File: src/rtl/exu_issue_ctrl_pkg.sv
// Shared execute-stage definitions for the multi-cycle unit issue controller.
package exu_issue_ctrl_pkg;

  localparam int unsigned XLEN = 32;

  localparam int unsigned UNIT_CLZ  = 0;
  localparam int unsigned UNIT_MUL  = 1;
  localparam int unsigned UNIT_DIV  = 2;
  localparam int unsigned UNIT_DIVU = 3;

  typedef enum logic [2:0] {
    ST_IDLE,
    ST_START,
    ST_WAIT,
    ST_DONE,
    ST_DRAIN
  } issue_state_e;

  typedef struct packed {
    logic [XLEN-1:0] hi;
    logic [XLEN-1:0] lo;
  } unit_result_t;

endpackage

File: src/rtl/unit_result_mux.sv
// Selects one unit's lo/hi result slice from the flattened per-unit result buses.
module unit_result_mux
  import exu_issue_ctrl_pkg::*;
#(
  parameter int unsigned NUM_UNITS = 4,
  parameter int unsigned SEL_W     = 2
) (
  input  logic [SEL_W-1:0]          sel,
  input  logic [XLEN*NUM_UNITS-1:0] unit_lo,
  input  logic [XLEN*NUM_UNITS-1:0] unit_hi,
  output unit_result_t              result_c
);

  // Indices with no attached unit read as zero.
  always_comb begin
    result_c = '0;
    for (int unsigned i = 0; i < NUM_UNITS; i++) begin
      if (sel == SEL_W'(i)) begin
        result_c.lo = unit_lo[XLEN*i +: XLEN];
        result_c.hi = unit_hi[XLEN*i +: XLEN];
      end
    end
  end

endmodule

File: src/rtl/exu_issue_ctrl.sv
// Execute-stage start/busy initiator: launches a multi-cycle unit, stalls the
// pipeline until it finishes, and handles flush, drain and hung units.
module exu_issue_ctrl
  import exu_issue_ctrl_pkg::*;
#(
  parameter int unsigned NUM_UNITS = 4,
  parameter int unsigned SEL_W     = 2,
  parameter int unsigned TIMEOUT   = 64
) (
  input  logic                      clk,
  input  logic                      rst,
  input  logic                      issue,
  input  logic                      flush,
  input  logic [SEL_W-1:0]          unit_sel,
  input  logic [XLEN-1:0]           rs_value,
  input  logic [XLEN-1:0]           rt_value,
  output logic [XLEN-1:0]           op_a,
  output logic [XLEN-1:0]           op_b,
  output logic [NUM_UNITS-1:0]      start,
  input  logic [NUM_UNITS-1:0]      busy,
  input  logic [XLEN*NUM_UNITS-1:0] unit_lo,
  input  logic [XLEN*NUM_UNITS-1:0] unit_hi,
  output logic                      stall,
  output logic [XLEN-1:0]           result_lo,
  output logic [XLEN-1:0]           result_hi,
  output logic                      result_valid,
  output logic                      timeout_err
);

  localparam int unsigned CNT_W = (TIMEOUT > 1) ? $clog2(TIMEOUT) : 1;
  localparam logic [CNT_W-1:0] CNT_MAX = CNT_W'(TIMEOUT - 1);

  issue_state_e     state_q, state_d;
  logic [SEL_W-1:0] sel_q, sel_d;
  logic [CNT_W-1:0] wait_cnt_q, wait_cnt_d;
  logic [XLEN-1:0]  op_a_d, op_b_d, result_lo_d, result_hi_d;
  logic             timeout_err_d;
  logic             busy_sel;
  logic             sel_ok;
  unit_result_t     mux_result;

  unit_result_mux #(
    .NUM_UNITS (NUM_UNITS),
    .SEL_W     (SEL_W)
  ) u_result_mux (
    .sel      (sel_q),
    .unit_lo  (unit_lo),
    .unit_hi  (unit_hi),
    .result_c (mux_result)
  );

  assign sel_ok = (32'(unit_sel) < NUM_UNITS);

  // Busy of the latched unit; an unattached index never reports busy.
  always_comb begin
    busy_sel = 1'b0;
    for (int unsigned i = 0; i < NUM_UNITS; i++) begin
      if (sel_q == SEL_W'(i)) busy_sel = busy[i];
    end
  end

  always_ff @(posedge clk) begin
    if (rst) begin
      state_q     <= ST_IDLE;
      sel_q       <= '0;
      wait_cnt_q  <= '0;
      op_a        <= '0;
      op_b        <= '0;
      result_lo   <= '0;
      result_hi   <= '0;
      timeout_err <= 1'b0;
    end else begin
      state_q     <= state_d;
      sel_q       <= sel_d;
      wait_cnt_q  <= wait_cnt_d;
      op_a        <= op_a_d;
      op_b        <= op_b_d;
      result_lo   <= result_lo_d;
      result_hi   <= result_hi_d;
      timeout_err <= timeout_err_d;
    end
  end

  // Next state plus operand/result/counter updates.
  always_comb begin
    state_d       = state_q;
    sel_d         = sel_q;
    wait_cnt_d    = wait_cnt_q;
    op_a_d        = op_a;
    op_b_d        = op_b;
    result_lo_d   = result_lo;
    result_hi_d   = result_hi;
    timeout_err_d = timeout_err;
    case (state_q)
      ST_IDLE: begin
        if (issue && !flush) begin
          op_a_d = rs_value;
          op_b_d = rt_value;
          sel_d  = unit_sel;
          if (sel_ok) begin
            state_d = ST_START;
          end else begin
            timeout_err_d = 1'b1;
            result_lo_d   = '0;
            result_hi_d   = '0;
            state_d       = ST_DONE;
          end
        end
      end
      ST_START: begin
        if (flush) begin
          state_d = ST_IDLE;
        end else begin
          state_d    = ST_WAIT;
          wait_cnt_d = '0;
        end
      end
      ST_WAIT: begin
        if (flush) begin
          state_d = busy_sel ? ST_DRAIN : ST_IDLE;
        end else if (!busy_sel) begin
          result_lo_d = mux_result.lo;
          result_hi_d = mux_result.hi;
          state_d     = ST_DONE;
        end else if (wait_cnt_q == CNT_MAX) begin
          result_lo_d   = '0;
          result_hi_d   = '0;
          timeout_err_d = 1'b1;
          state_d       = ST_DONE;
        end else begin
          wait_cnt_d = wait_cnt_q + CNT_W'(1);
        end
      end
      ST_DONE: state_d = ST_IDLE;
      // Flushed work still in flight: wait it out, discarding its result.
      ST_DRAIN: begin
        if (!busy_sel) begin
          state_d = ST_IDLE;
        end else if (wait_cnt_q == CNT_MAX) begin
          timeout_err_d = 1'b1;
          state_d       = ST_IDLE;
        end else begin
          wait_cnt_d = wait_cnt_q + CNT_W'(1);
        end
      end
      default: state_d = ST_IDLE;
    endcase
  end

  // Handshake outputs; all forced low during reset.
  always_comb begin
    start        = '0;
    stall        = 1'b0;
    result_valid = 1'b0;
    if (!rst) begin
      case (state_q)
        ST_IDLE:  stall = issue & ~flush;
        ST_START: begin
          stall = ~flush;
          for (int unsigned i = 0; i < NUM_UNITS; i++) begin
            start[i] = (sel_q == SEL_W'(i)) & ~flush;
          end
        end
        ST_WAIT:  stall = ~flush;
        ST_DONE:  result_valid = 1'b1;
        ST_DRAIN: stall = issue & ~flush;
        default:  stall = 1'b0;
      endcase
    end
  end

endmodule
File: config.mk
export PLATFORM = sky130hd
export DESIGN_NAME = exu_issue_ctrl
export DESIGN_NICKNAME = d
export VERILOG_FILES = /design/src/rtl/exu_issue_ctrl_pkg.sv /design/src/rtl/unit_result_mux.sv /design/src/rtl/exu_issue_ctrl.sv
export SDC_FILE = /design/constraint.sdc
export NUM_CORES = 1
export LEC_CHECK = 0
export ABC_CLOCK_PERIOD_IN_PS = 2500
export CORE_AREA = 2 2 180 182
export CTS_BUF_LIST = sky130_fd_sc_hd__clkbuf_2 sky130_fd_sc_hd__clkbuf_4 sky130_fd_sc_hd__clkbuf_8
export DETAILED_ROUTE_END_ITERATION = 10
export DIE_AREA = 0 0 182 184
export GPL_TIMING_DRIVEN = 0
export HOLD_SLACK_MARGIN = 0.1
export PLACE_DENSITY = 0.61
export SYNTH_ARGS = -nofsm -noshare
export SYNTH_HDL_FRONTEND = slang
export SYNTH_HIERARCHICAL = 1
export SYNTH_SLANG_ARGS = --single-unit
File: constraint.sdc
create_clock -name clk -period 2.5 [get_ports clk]
set_input_delay 0.5 -clock clk [delete_from_list [all_inputs] [get_ports clk]]
set_output_delay 0.5 -clock clk [all_outputs]
set_load 0.02 [all_outputs]
# --- Word level (Yosys, flattened, before mapping) ---
# Cells that the tools add are included.
op_classes:
  n_eq_ne: 14
  muxes: 35
  n_addsub: 1
  n_reduce_logical: 13
  bitwise_logic: 6
op_table:
  columns: ["operator", "n"]
  rows:
  - ["two-way mux 64 bit", 4]
  - ["two-way mux 32 bit", 3]
  - ["two-way mux 6 bit", 4]
  - ["two-way mux 3 bit", 7]
  - ["one-hot mux 6 bit (3 select lines)", 1]
  - ["one-hot mux 3 bit (4 select lines)", 1]
  - ["two-way mux 1 bit", 10]
  - ["AND reduction 3 bit", 3]
  - ["two-way mux 4 bit", 2]
  - ["adder 6 x 1 -> 6 bit, second input constant", 1]
  - ["== test 3 x 2 -> 1 bit, second input constant", 2]
  - ["== test 6 bit, second input constant", 1]
  - ["!= test 2 bit, second input constant", 3]
  - ["bitwise AND 1 bit", 5]
  - ["== test 2 bit, second input constant", 2]
  - ["!= test 4 bit, second input constant", 1]
  - ["one-hot mux 1 bit (2 select lines)", 2]
  - ["AND reduction 2 bit", 2]
  - ["OR reduction 2 bit", 2]
  - ["== test 3 x 1 -> 1 bit, second input constant", 1]
  - ["== test 3 bit, second input constant", 1]
  - ["zero test 3 bit", 1]
  - ["!= test 3 bit, second input constant", 1]
  - ["nonzero test 3 bit", 1]
  - ["other kinds (8)", 8]
totals:
  ff_bits: 140
  elab_cells: 77

# --- Longest topological paths before layout ---
depth:
  depth_word: 8
  depth_mapped: 7
  mapped_depth_nobuf: 5

# --- Hierarchy ---
# Netlist, hierarchy kept.
by_module_without_submodules:
  columns: ["mod", "cells_each", "n_inst", "area_per_inst_um2"]
  rows:
  - ["exu_issue_ctrl", 506, 1, 4929.7]
  - ["unit_result_mux", 78, 1, 1622.8]

# --- Worst setup path before layout ---
# OpenSTA, ideal clock, no wires.
synth_timing:
  kind: "in2out"
  startpoint: "input port flush"
  endpoint: "output port start[0]"
  t_arrival_ps: 1770
  path_stages: 3
  path_slack_ps: 230
  required_time_ps: 2000
  n_path_buf: 0
  path_cell_list: "or2_2 nor4b_1 nor3b_1"
synth_via:
  elab_chain_len: 4
synth_lines:
  columns: ["element", "line", "text"]
  rows:
  - ["start, declared", "exu_issue_ctrl.sv:13", "input logic flush,"]
  - ["inverter 1 bit (no line)", null, null]
  - ["bitwise AND 1 bit", "exu_issue_ctrl.sv:161", "start[i] = (sel_q == SEL_W'(i)) & ~flush;"]
  - ["two-way mux 4 bit", "exu_issue_ctrl.sv:156", "case (state_q)"]
  - ["two-way mux 4 bit", "exu_issue_ctrl.sv:155", "if (!rst) begin"]
  - ["end, declared", "exu_issue_ctrl.sv:19", "output logic [NUM_UNITS-1:0] start,"]
# No other way between the ends.

# --- Final worst setup path ---
layout_timing:
  startpoint: "input port flush"
  endpoint: "output port start[1]"
# The elaborated chain is that of the path after synthesis.

==> impl_results.md <==
* Die area at 33,500 um^2
* CTS clk-pin slew, worst paths at 0.10 ns
* Max incr delay on CP at 0.34 ns
* Pwr Total at 5450 uW
* Synth Warn # at 6
* Critical Path RT at 2.00 ns
* Pre-antenna DRT Iters at 4
* Avg Inst Size Synth at 11.2 um^2
* Root buffer cell: clkbuf_8
* PD cells at 450 nW/um^2
* Slowest cell on the critical path: dlygate4sd2_1
* Core ar. at 31,400 um^2
* Largest net degree at the start of global routing at 18
* Crit path cell chain: dlygate4sd2_1 -> or2_4 -> nor4b_4 -> nand2_1 -> nor2_2 -> buf_6
* Crit Reg-Reg Startpoint: sel_q[0]
* WL per Instance at 19.8 um
* CTS tree: done
* Relative slew slack at 60.0%
* Clock buffer count from CTS at 17
* Mapped Nets at 915
* Multi-input logic area at 3380 um^2
* Nets at 1,398
* Setup violators final at 0
* Crit. path cell count at 6
* Worst Setup SP: flush
* Global Route Usage Sum at 17.0%
* Core Rows at 65
* Register area at 2800 um^2
* Final Max Slew Viols at 0
* 1st-iter DRT viols at 253
* Worst-margin pin slew at 0.600 ns
* Met2 WL post-DR at 15,200 um
* Synth Cell Area at 6550 um^2
* Worst Hold Depth at 2
* Hpwl dp at 23,800 um
* Post-route met1 wirelength at 11,800 um
* Final core utilization at 38.6%
* Initial core utilization at 20.9%
* CTS Buffer Depth at 2
* Setup CP Type: input port to output port
* Count of different cell masters after synthesis at 42
* Routed wire length at 29,300 um
* Final cell count without fillers at 1,483
* Status: completed
* Setup crit end kind: output port
* Kind of cell adding the most delay to the critical path: simple AND/OR/NAND/NOR gates
* Chip height at 184 um
* Setup WS post-layout at 0.128 ns
* Hold Vio Cnt, Final at 0
* FF-to-FF End: result_hi[28]
* RSZ-0062 raised after global routing: no
* Yosys reg bits at 140
* Via Count at 6,603
* Detail Route Antenna Nets at 0
* Buffer and inverter count on the worst path at 2
* Crit path launch type: input port
* Filler Cell Count at 3,063
* Vias in the first global route at 6,763
* # DRC at 0
* CTS H-tree lvls at 4
* Area delta synth->final at 85.1%
* DP Worst Slack at -0.949 ns
* Hold Crit Class: flip-flop to flip-flop
* DIE WIDTH at 182 um
* Final min period at 2.37 ns
* Worst skew pair latency at 0.45 ns
* Leak at 0.00427 uW
* Via-to-Cell Ratio at 4.45
* Reg-to-reg setup timing slack at 0.36 ns
* First-pass GRT wire length at 42,200 um
* WHS at 0.457 ns
* Top Layer Used: met4
* Reg2Reg Depth at 5
* Synthesized instance count at 584
* Register area share after synthesis at 42.8%
* GPL Wtd Cong at 0.826
* Setup crit end: start[1]
* Worst Clk Skew at 0.0180 ns
* Clock sink total at 140
* CP arrival at 1.87 ns
* Period utilisation layout at 94.9%
* Remaining global-route overflow at 0
* Achievable frequency at 422 MHz
* Routed wl met3 at 2010 um
* Initial antenna violation count at 1
* Placed Cells at 1,450
* PortBufs at 464
* Max Cap Viol at 0
* VDD IR max at 0.245 mV
* I/O Pins at 465
* Share of layout cells above drive strength 1 at 19.3%
* Post-CTS Setup Bufs at 0
* Critical Path Fanout Max at 6
## cell usage after synthesis (all sizes together)
library cell	n	share of area [%]
xor2	1	0.13
mux2i	1	0.15
o22ai	1	0.096
nor4bb	1	0.15
o31ai	1	0.11
buf	40	5.2
or3b	1	0.13
or3	2	0.19
ha	1	0.19
mux4	65	23
nor3	3	0.23
or4	1	0.11
nor2	10	0.57
nor3b	3	0.42
nor4b	3	0.63
o21ai	5	0.50
xnor2	1	0.13
o311ai	2	0.27
a21oi	72	5.7
o41ai	2	0.27
a22o	64	9.7
nand3	5	0.38
or2	2	0.19
o21a	1	0.11
clkbuf	13	0.76
dfxtp	140	43
inv	1	0.057
and3	3	0.32
nand2	138	7.9
nand2b	1	0.096
## worst min-delay path by stage
stage	to	slack, ns	startpoint
4_1_cts	op_a[4]	0.46	op_a[4]
3_5_place_dp	op_a[4]	0.45	op_a[4]
2_1_floorplan	wait_cnt_q[4]	0.44	wait_cnt_q[4]
3_3_place_gp	op_a[4]	0.44	op_a[4]
5_1_grt	op_a[7]	0.48	op_a[7]
6_report	op_a[4]	0.46	op_a[4]
## what timing repair did
action | 4_1_cts | 5_1_grt
endpoints found under the setup margin | 6 | 4
gates resized for setup | 34 | 2
pin swaps | 1 | 3
hold buffers | 0 | 0
## worst register-to-register path, delay by kind of cell (launching register included)
kind / cells / cell delay [ns]
buf+inv: 2 / 0.56
flops: 1 / 0.52
mux: 1 / 0.64
compound gates: 1 / 0.20
simple gates: 1 / 0.18
## sequential cells by signal, summed over array words and instances (netlist names)
name and count:
op_b 32, result_hi 32, result_lo 32, wait_cnt_q 6
sel_q 2, op_a 32, timeout_err 1, state_q 3
## layer usage
layer,global-route usage (%),up-vias
met1,20.6,3197
met4,3.35,0
li1,-,3141
met2,29.7,251
met5,0,-
met3,5.07,14
## cells by family after synthesis
family,share of synthesized area [%]
XOR/XNOR,0.267
multiplexers,22.7
adder cells (fa/ha/maj),0.191
AND/OR/NAND/NOR,11.3
buffers and inverters,5.98
AO/OA/AOI/OAI,16.7
flip-flops,42.8
## placed cells by master (no fill, tap or decap), types with 3 or more instances in the layout
| master | Yosys | layout |
|---|---|---|
| nor2_1 | 10 | 9 |
| clkinv_8 | 0 | 5 |
| inv_8 | 0 | 3 |
| a22o_2 | 60 | 60 |
| inv_6 | 0 | 5 |
| dfxtp_1 | 140 | 140 |
| buf_6 | 8 | 10 |
| dlygate4sd2_1 | 0 | 3 |
| clkbuf_8 | 0 | 17 |
| a22o_1 | 4 | 4 |
| nor3_1 | 3 | 3 |
| buf_1 | 6 | 5 |
| mux4_1 | 4 | 4 |
| buf_12 | 6 | 6 |
| clkbuf_1 | 12 | 11 |
| clkdlybuf4s50_1 | 0 | 456 |
| buf_2 | 18 | 21 |
| a21oi_1 | 71 | 71 |
| nand3_1 | 5 | 5 |
| nand2_1 | 138 | 138 |
| mux4_2 | 61 | 61 |
| o21ai_0 | 3 | 3 |
## power breakdown
part	switching, uW	internal, uW	leakage (uW)
Clock	1170	764	0.000198
Combinational	430	773	0.00293
Sequential	33.1	2290	0.00113
## final cells by class
class	instances	share of cell area, %
antenna	1	0.0206
multi-input combinational	390	27.9
inverter	1	0.0310
sequential	140	23.1
timing repair buffer	464	38.2
buffer	53	3.25
clock buffer	17	1.93
clock inverter	15	1.43
tap	402	4.15
## through the flow
step | TNS [ns] | instance area [um^2]
after floorplan | 0 | 6550
after global placement | -6.36 | 11700
after detailed placement | -6.53 | 11700
after CTS | -0.0116 | 12100
after global routing | 0 | 12100
final | 0 | 12100
No activity file was read; power rests on OpenSTA's default activity.
==> patch: new RTL, same settings <==
Register the output `timeout_err` once more; this adds one clock of latency there. The other outputs are not delayed to match.
--- a/src/rtl/exu_issue_ctrl.sv
+++ b/src/rtl/exu_issue_ctrl.sv
@@ -31,2 +31,4 @@
   localparam logic [CNT_W-1:0] CNT_MAX = CNT_W'(TIMEOUT - 1);
+
+  logic timeout_err_s0;
 
@@ -70,3 +72,3 @@
       result_hi   <= '0;
-      timeout_err <= 1'b0;
+      timeout_err_s0 <= 1'b0;
     end else begin
@@ -79,3 +81,3 @@
       result_hi   <= result_hi_d;
-      timeout_err <= timeout_err_d;
+      timeout_err_s0 <= timeout_err_d;
     end
@@ -92,3 +94,3 @@
     result_hi_d   = result_hi;
-    timeout_err_d = timeout_err;
+    timeout_err_d = timeout_err_s0;
     case (state_q)
@@ -171,2 +173,6 @@
 
+  always_ff @(posedge clk) begin
+    timeout_err <= timeout_err_s0;
+  end
+
 endmodule
Formal check against the unedited RTL: no difference found for any inputs over 4 cycles, from zero or initial values and one cycle with rst high; that may be too few to reach the edited logic, so the function may still have changed.
==> patch against the unedited design <==
Synthesized area grew 0.31%. Core utilization increased by 0.076 points. Maximum frequency rose by 0.63%. Synthesized cell count is 0.17% higher. Setup slack better by 15 ps. Power shrank 0.13%. Routed wire length is 0.44% lower. Final area is 0.20% higher. Non-clock buffer count is 1 higher. Sequential cell count up 1. Sequential share of layout area grew 0.12 points. Hold slack got worse by 96 ps.
==> patch: results (changes against the unedited design) <==
* Post-Synth XOR/XNOR Area at 0.2665% (-0.00081 points)
* Pin count of the biggest net entering global routing at 17 (-1)
* Vias per inst at 4.440 (-0.29%)
* Worst slew margin relative to its limit at 56.16% (-3.8 points)
* Top post-synthesis cells by count: 141 x dfxtp_1, 138 x nand2_1, 71 x a21oi_1
* Worst setup skew after layout at 17.01 ps (-0.9710 ps)
* Status: completed
* Worst hold start: timeout_err_s0
* Routing usage on met1 at 20.49% (-0.15 points)
* Routed Wire Length at 29210 um (-0.44%)
* Post-synthesis sequential area ratio at 42.95% (+0.17 points)
* Worst Hold Path EP: timeout_err
* Detailed-route wire length on metal 1 at 11840 um (+0.21%)
* Total placed cells including tap cells at 1451 (+0.069%)
* Detail-routed net length per standard cell at 19.67 um (-0.58%)
* Reg-to-reg slack, setup at 260 ps (-100 ps)
* Post-synthesis mux area share at 22.65% (-0.069 points)
* Destination of the worst register-to-register timing path: result_hi[29]
* Area share of fa/ha/maj cells after synthesis at 0.1904% (-0.00058 points)
* DP Worst Slack at -1054 ps (-104.1 ps)
* Length of routed met2 wiring at 15190 um (-0.25%)
* Synth area leaders: dfxtp_1 43%, mux4_2 21%, a22o_2 9.1%
* Post-Syn Instances at 585 (+0.17%)
* Share of the synthesized area in compound gates (AO/OA/AOI/OAI) at 16.68% (-0.051 points)
* Post-layout nets at 1400 (+0.14%)
* Switching power total at 1593 uW (-2.2%)
* Routed length on met3 at 1766 um (-12%)
* Placed instance area at 11720 um2 (+0.17%)
* Hold Crit Depth at 0 (-2)
* Met3 routing resource usage after global routing at 3.823% (-1.2 points)
* Overall Power at 5447 uW (-0.13%)
* Resized cells post-CTS at 39 (+15%)
* Fill cell count at 3148 (+2.8%)
-- patch: cell count changes in the layout (fill, tap and decap cells not counted), sizes merged --
cell,delta
buf,+1
clkbuf,+1
clkinv,-1
dfxtp,+1
-- patch: cell type report --
class | count | area, um2 | share of cell area [%]
plain buffers | 53 | 396.6 | 3.264
multi-input cells | 390 | 3385 | 27.85
well taps | 402 | 503.0 | 4.139
clock buffers | 18 | 247.7 | 2.039
diodes | 1 | 2.502 | 0.02059
clock inverters | 14 | 147.6 | 1.215
flip-flops and latches | 141 | 2823 | 23.23
repair buffers | 465 | 4643 | 38.21
inverters | 1 | 3.754 | 0.03089
-- patch: worst max path at each step --
stage	slack (ps)	from	to	cells past startpoint
after floorplan	230	flush	start[0]	3
after global placement	-1060	flush	start[0]	5
after detailed placement	-1050	flush	start[3]	5
after CTS	10	state_q[2]	start[0]	5
after global routing	30	state_q[2]	start[1]	7
final	140	flush	start[1]	7
-- patch: critical path: cells and delay by family --
family	cells	cell delay, ps
buffers and inverters	3	660
and+or+nand+nor	4	680
